[config.mk]
export PLATFORM = sky130hd
export DESIGN_NAME = note_to_key_driver_flat
export DESIGN_NICKNAME = d
export VERILOG_FILES = /design/src/rtl/keyboard_pkg.sv /design/src/rtl/note_to_key_driver_if.sv /design/src/rtl/tick_prescaler.sv /design/src/rtl/note_to_key_driver.sv /design/src/flat_wrapper.sv
export SDC_FILE = /design/constraint.sdc
export NUM_CORES = 1
export LEC_CHECK = 0
export BUFFER_PORTS_ARGS = -buffer_cell sky130_fd_sc_hd__buf_2
export CAP_MARGIN = 20
export CORE_ASPECT_RATIO = 0.7
export CORE_MARGIN = 3
export CORE_UTILIZATION = 30
export DETAILED_ROUTE_END_ITERATION = 6
export PLACE_DENSITY_LB_ADDON = 0.2
export SLEW_MARGIN = 20
export SYNTH_ARGS = -nofsm -noshare
export SYNTH_HDL_FRONTEND = slang
export SYNTH_SLANG_ARGS = --single-unit
[constraint.sdc]
create_clock -name clk -period 2.9 [get_ports clk]
set_clock_uncertainty 0.1 [all_clocks]
set_input_delay 0.29 -clock clk [delete_from_list [all_inputs] [get_ports clk]]
set_output_delay 0.29 -clock clk [all_outputs]
set_load 0.05 [all_outputs]
[src/rtl/keyboard_pkg.sv]
// Shared keyboard definitions: FSM states, note/key widths and mapping helpers.
package keyboard_pkg;

  typedef enum logic [1:0] {
    IDLE = 2'd0,
    PLAY = 2'd1,
    GAP  = 2'd2
  } state_e;

  localparam int unsigned NUM_NOTES = 7;
  localparam int unsigned NOTE_W    = 4;
  localparam int unsigned KEY_W     = 7;
  localparam logic [NOTE_W-1:0] REST = '0;

  // Key pattern for a note; rests and out-of-range codes map to all-dark.
  function automatic logic [KEY_W-1:0] key_slice(
    input logic [NUM_NOTES*KEY_W-1:0] mapping,
    input logic [NOTE_W-1:0]          note
  );
    logic [KEY_W-1:0] pat;
    pat = '0;
    for (int k = 0; k < NUM_NOTES; k++) begin
      if (note == NOTE_W'(k + 1)) pat = mapping[KEY_W*k +: KEY_W];
    end
    return pat;
  endfunction

  // Codes 1..7 are notes; everything else plays as a rest.
  function automatic logic [NOTE_W-1:0] effective_note(input logic [NOTE_W-1:0] note);
    return (note != REST && note <= NOTE_W'(NUM_NOTES)) ? note : REST;
  endfunction

endpackage

[src/rtl/note_to_key_driver_if.sv]
// Note command handshake between a song sequencer (master) and the key driver (slave).
interface note_to_key_driver_if #(
  parameter int unsigned DUR_W = 12
);
  logic [keyboard_pkg::NOTE_W-1:0] note_in;
  logic [DUR_W-1:0]                dur_in;
  logic                            note_valid;
  logic                            note_ready;

  modport master (
    output note_in,
    output dur_in,
    output note_valid,
    input  note_ready
  );

  modport slave (
    input  note_in,
    input  dur_in,
    input  note_valid,
    output note_ready
  );
endinterface

[src/rtl/tick_prescaler.sv]
// Divides the system clock into a one-cycle tick every DIV cycles; clear restarts the phase.
module tick_prescaler #(
  parameter int unsigned DIV = 10
) (
  input  logic clk,
  input  logic rst_n,
  input  logic clear,
  output logic tick
);

  localparam int unsigned CntW = (DIV > 1) ? $clog2(DIV) : 1;

  logic [CntW-1:0] cnt_q;

  assign tick = (cnt_q == CntW'(DIV - 1));

  // Free-running divider, wrapping on tick and restarting on clear.
  always_ff @(posedge clk or negedge rst_n) begin
    if (!rst_n) begin
      cnt_q <= '0;
    end else if (clear || tick) begin
      cnt_q <= '0;
    end else begin
      cnt_q <= cnt_q + 1'b1;
    end
  end

endmodule

[src/rtl/note_to_key_driver.sv]
// Plays timed note commands on the key LEDs: hold the note's key pattern for its
// duration, then a fixed silent gap, then report done and accept the next note.
module note_to_key_driver
  import keyboard_pkg::*;
#(
  parameter int unsigned CLK_HZ    = 100000000,
  parameter int unsigned TICK_HZ   = 1000,
  parameter int unsigned DUR_W     = 12,
  parameter int unsigned GAP_TICKS = 20
) (
  input  logic                       clk,
  input  logic                       rst_n,
  input  logic                       enable,
  note_to_key_driver_if.slave        cmd,
  input  logic [NUM_NOTES*KEY_W-1:0] key_mapping,
  output logic [KEY_W-1:0]           led_out,
  output logic [NOTE_W-1:0]          note_playing,
  output logic                       busy,
  output logic                       done
);

  localparam int unsigned DIV  = CLK_HZ / TICK_HZ;
  localparam int unsigned GapW = (GAP_TICKS > 0) ? $clog2(GAP_TICKS + 1) : 1;
  // Wide enough for both the longest note and the gap, so no compare can wrap.
  localparam int unsigned TcW  = (DUR_W > GapW) ? DUR_W : GapW;

  state_e            state_q, state_d;
  logic [TcW-1:0]    tcnt_q, tcnt_d;
  logic [TcW-1:0]    tcnt_inc;
  logic [DUR_W-1:0]  dur_q, dur_d;
  logic [NOTE_W-1:0] note_q, note_d;
  logic [KEY_W-1:0]  pat_q, pat_d;
  logic              done_q, done_d;
  logic              run_q;
  logic              accept, abort, tick, play_end, gap_end, presc_clear;

  // run_q keeps note_ready low until the first clock after reset release.
  assign cmd.note_ready = run_q & enable & (state_q == IDLE);
  assign accept         = cmd.note_valid & cmd.note_ready;
  assign abort          = !enable && (state_q != IDLE);
  assign tcnt_inc       = tcnt_q + 1'b1;
  assign play_end       = (state_q == PLAY) && tick && (tcnt_inc == TcW'(dur_q));
  assign gap_end        = (state_q == GAP) &&
                          ((GAP_TICKS == 0) || (tick && (tcnt_inc == TcW'(GAP_TICKS))));
  assign presc_clear    = (state_q == IDLE) || abort || play_end;

  tick_prescaler #(
    .DIV (DIV)
  ) u_prescaler (
    .clk   (clk),
    .rst_n (rst_n),
    .clear (presc_clear),
    .tick  (tick)
  );

  // Next-state: accept in IDLE, count ticks in PLAY/GAP, abort when enable drops.
  always_comb begin
    state_d = state_q;
    tcnt_d  = tcnt_q;
    dur_d   = dur_q;
    note_d  = note_q;
    pat_d   = pat_q;
    done_d  = 1'b0;
    unique case (state_q)
      IDLE: begin
        if (accept) begin
          state_d = PLAY;
          tcnt_d  = '0;
          note_d  = effective_note(cmd.note_in);
          dur_d   = (cmd.dur_in == '0) ? DUR_W'(1) : cmd.dur_in;
          pat_d   = key_slice(key_mapping, note_d);
        end
      end
      PLAY: begin
        if (play_end) begin
          state_d = GAP;
          tcnt_d  = '0;
        end else if (tick) begin
          tcnt_d = tcnt_inc;
        end
      end
      GAP: begin
        if (gap_end) begin
          state_d = IDLE;
          tcnt_d  = '0;
          done_d  = 1'b1;
        end else if (tick) begin
          tcnt_d = tcnt_inc;
        end
      end
      default: begin
        state_d = IDLE;
        tcnt_d  = '0;
      end
    endcase
    // Abort wins over any tick-driven transition and suppresses done.
    if (abort) begin
      state_d = IDLE;
      tcnt_d  = '0;
      done_d  = 1'b0;
    end
  end

  // State, counters and latched command.
  always_ff @(posedge clk or negedge rst_n) begin
    if (!rst_n) begin
      state_q <= IDLE;
      tcnt_q  <= '0;
      dur_q   <= '0;
      note_q  <= REST;
      pat_q   <= '0;
      done_q  <= 1'b0;
      run_q   <= 1'b0;
    end else begin
      state_q <= state_d;
      tcnt_q  <= tcnt_d;
      dur_q   <= dur_d;
      note_q  <= note_d;
      pat_q   <= pat_d;
      done_q  <= done_d;
      run_q   <= 1'b1;
    end
  end

  // Outputs decode from state so an asynchronous reset darkens the LEDs at once.
  always_comb begin
    led_out      = (state_q == PLAY) ? pat_q : '0;
    note_playing = (state_q == PLAY) ? note_q : REST;
    busy         = (state_q != IDLE);
    done         = done_q;
  end

endmodule

[src/flat_wrapper.sv]
// flat-port wrapper written by rule: the top's interface ports become plain ports
module note_to_key_driver_flat import keyboard_pkg::*;
#(
  parameter int unsigned CLK_HZ    = 100000000,
  parameter int unsigned TICK_HZ   = 1000,
  parameter int unsigned DUR_W     = 12,
  parameter int unsigned GAP_TICKS = 20
)
  (clk, rst_n, enable, key_mapping, led_out, note_playing, busy, done, cmd_note_in, cmd_dur_in, cmd_note_valid, cmd_note_ready);
  note_to_key_driver_if #(.DUR_W(DUR_W)) cmd_i ();
  input  logic clk;
  input  logic rst_n;
  input  logic enable;
  input  logic [NUM_NOTES*KEY_W-1:0] key_mapping;
  output logic [KEY_W-1:0] led_out;
  output logic [NOTE_W-1:0] note_playing;
  output logic busy;
  output logic done;
  input wire logic [$bits(cmd_i.note_in)-1:0] cmd_note_in;
  input wire logic [$bits(cmd_i.dur_in)-1:0] cmd_dur_in;
  input wire logic [$bits(cmd_i.note_valid)-1:0] cmd_note_valid;
  output wire logic [$bits(cmd_i.note_ready)-1:0] cmd_note_ready;
  assign cmd_i.note_in = cmd_note_in;
  assign cmd_i.dur_in = cmd_dur_in;
  assign cmd_i.note_valid = cmd_note_valid;
  assign cmd_note_ready = cmd_i.note_ready;
  note_to_key_driver #(.CLK_HZ(CLK_HZ), .TICK_HZ(TICK_HZ), .DUR_W(DUR_W), .GAP_TICKS(GAP_TICKS)) u_core (.clk(clk), .rst_n(rst_n), .enable(enable), .cmd(cmd_i), .key_mapping(key_mapping), .led_out(led_out), .note_playing(note_playing), .busy(busy), .done(done));
endmodule
==> results.yml <==
synthesis:
  synth_area_mm2: 0.00374
  syn_inst: 422
  async_flop_share_pct: 100
  syn_area_per_cell_um2: 8.86
  synth_top_family_by_area: "simple AND/OR/NAND/NOR gates"
  synth_warnings: 0
  synthSimpleGateAreaFrac_pct: 25.1
  synthXorXnorAreaFrac_pct: 6.56
  synthFlopType: "dfrtp_1"
  yosys.cell_types.count: 54
  ys_seq_area_share_pct: 37.5
  synth-seq-cells: 56
  synth_fa_ha_area_share_pct: 2.34
  synth_fp_nets: 498
  synth_compound_area_share_pct: 15.2
  synthMuxAreaShare_pct: 9.17
  synth-edff-count: 0
pwr:
  p_leak_nw: 2.15
  p_per_area_mw_per_mm2: 621
  ir_drop_mv: 0.287
  power_mw: 2.94
place:
  placed_area_mm2: 0.00450
  post-place-ws_ps: -144
  hpwl_mm: 7.69
  globalplace.congestion: 0.872
  io_buffers: 82
cts:
  clock_sinks: 56
  clock_path_buffers: 2
  cts_max_level: 2
  insertion_delay_ps: 300
  cts_made_buffers: 5
  cts_tree: "built"
  ctsHoldBuffers: 0
  cts_root_buf: "clkbuf_16"
  clkTransAtPathRegs_ps: 70
job:
  maxCapViolCount: 0
grt:
  grt_util_all_layers_pct: 14.7
  grt_pass1_vias: 3318
  grt-ovfl-total: 0
  grt_max_degree: 57
  grt_pass1_wl_mm: 16.9
  antenna_found_initial: 0
sta:
  fin_crit_sh_pct: 97.8
  finalCriticalPeriod_ps: 2840
  finalSetupTns_ps: 0
  finalSetupViolations: 0
  slew_viol_final: 0
  final-hold-violation-count: 0
  worst_pin_slew_ps: 718
  max_freq_mhz: 352
  max_slew_margin_pct: 52.1
  rsz0062_at_grt: "true"
  holdWs_ps: 35.9
  fin_ws_ps: 62.8
run_status:
  status: "finished, final reports clean"
detailed_routing:
  routed_wl_mm: 10.2
  drt-initial-drc-count: 284
  drt_first_pass_iters: 5
  drc: 0
  wl_per_cell_um: 14.9
  antenna_violating_nets_post_route: 0
  vias: 3500
  viasPerCell: 5.12
worst_setup_path:
  start_kind: "register"
  cp-end-kind: "register"
  crit_fanout: 4
  worst_path_max_delay_cell: "or4b_4"
  reg2reg_depth: 9
  reg2reg_slack_ps: 60
  slowest_delay_ps: 600
  cp_cell_sequence: "or4b_4 -> nor4_4 -> nand3_1 -> a2111oi_4 -> or2b_4 -> buf_4 -> nand2_1 -> a211oi_1 -> a21oi_1"
  reg2reg_to: "u_core.state_q[0]"
  timing.rr.start: "u_core.u_prescaler.cnt_q[13]"
  cp_data_arrival_time_ps: 2910
  path_class: "reg2reg"
  cp.required_ps: 2980
floorplanning:
  die_h_um: 99.4
  fp.coreArea_mm2: 0.0119
  initial_utilization_pct: 31.3
  die_area_mm2: 0.0139
  design.portCount: 83
  row_count: 33
  chipWidth_um: 139
cells_and_area:
  final_nets: 602
  final_cell_mix: "82 x buf_2, 56 x dfrtp_1, 47 x nor2_1"
  area_growth_pct: 26.7
  finish.instance_area_mm2: 0.00473
  layout-drive-gt1-share_pct: 29.4
  final_common_cell: "buf_2"
  antenna_cells: 0
hold_path:
  hold_class: "in2async"
[worst max-delay path by stage]
stage / slack [ps] / to / startpoint / cells past startpoint
6_report: 60 / u_core.state_q[0] / u_core.u_prescaler.cnt_q[13] / 9
2_1_floorplan: 330 / u_core.tcnt_q[11] / u_core.state_q[0] / 8
3_3_place_gp: -90 / u_core.tcnt_q[11] / u_core.tcnt_q[2] / 9
4_1_cts: 50 / u_core.tcnt_q[11] / u_core.tcnt_q[2] / 9
3_5_place_dp: -140 / u_core.tcnt_q[11] / u_core.tcnt_q[2] / 9
5_1_grt: -30 / u_core.state_q[0] / u_core.u_prescaler.cnt_q[13] / 9
[critical path, delay by kind of cell, from the launching register on]
family                 cells  cell delay, ps
AND/OR/NAND/NOR            5            1410
AO/OA/AOI/OAI              3             650
flip-flops                 1             420
buffers and inverters      1             120
[layout make-up]
| type | count | area (um2) |
|---|---|---|
| sequential | 56 | 1400 |
| inverter | 12 | 45.0 |
| multi-input combinational | 333 | 2240 |
| fill | 1196 | 7200 |
| clock inverter | 3 | 46.3 |
| clock buffer | 5 | 125 |
| tap | 157 | 196 |
| timing repair buffer | 118 | 681 |
[report_power, final]
| group | internal, mW | switching [mW] | total [mW] | leakage, nW |
|---|---|---|---|---|
| logic | 0.448 | 0.716 | 1.16 | 1.32 |
| clock network | 0.411 | 0.291 | 0.702 | 0.0804 |
| registers | 0.949 | 0.123 | 1.07 | 0.745 |
| total | 1.81 | 1.13 | 2.94 | 2.15 |
[routing by layer]
layer	part of all wire (%)	vias up	routed length, um	GRT usage, %
met4	1.3	0	131	2.56
li1	-	1719	-	-
met3	4.6	10	463	2.74
met5	0	-	0	0
met1	51	1677	5170	22.0
met2	43	94	4400	22.3
[state kept, by name, summed over array words and instances (netlist names)]
name and count:
u_core.note_q 4, u_core.done 1, u_core.pat_q 7, u_core.run_q 1, u_core.u_prescaler.cnt_q 17, u_core.tcnt_q 12
u_core.dur_q 12, u_core.state_q 2
[metrics by stage]
stage | instances | utilization [%]
detailed placement | 674 | 37.7
CTS | 682 | 39.3
finish | 684 | 39.7
global route | 684 | 39.7
floorplan | 422 | -
global placement | 674 | 37.7
[synthesized netlist by cell type, drive strengths merged (3+ instances only)]
cell type  count  area (um2)
nand2         32         120
o31ai          3        22.5
a22oi          7        57.6
o22ai          5        31.3
xnor2         10        87.6
clkbuf        12        45.0
nor3           8        51.3
o21ai         27         135
and3           5        31.3
nor2b          5        31.3
nand3         23         115
a211oi         3        22.5
a21oi         23         123
nand2b        10        62.6
buf           10        61.3
dfrtp         56        1400
nor2          47         176
nor4           7        58.8
a311oi         3        26.3
and2          17         106
nand4          6        37.5
and4           6        52.6
ha             7        87.6
mux2i         14         140
mux2          18         203
xor2          18         158
inv           12        45.0
a31oi          3        18.8
[cells by family (layout without fill, tap and decap cells)]
logic type                 after synthesis  in the layout
and+or+nand+nor                        176            176
AOI/OAI and AO/OA                       88             89
DFF                                     56             56
buffers and inverters                   34            138
muxes                                   32             32
xor gates and xnor gates                28             28
adders and majority gates                7              7
other                                    1              1
[what timing repair did]
action | CTS | global route
setup endpoints to repair | 12 | 14
resized for setup | 2 | 5
pin swaps | 0 | 2
hold endpoints to repair | 0 | 0
buffers inserted | 0 | 1
cloned | 0 | 1
Power figures use the tool's default switching activity.
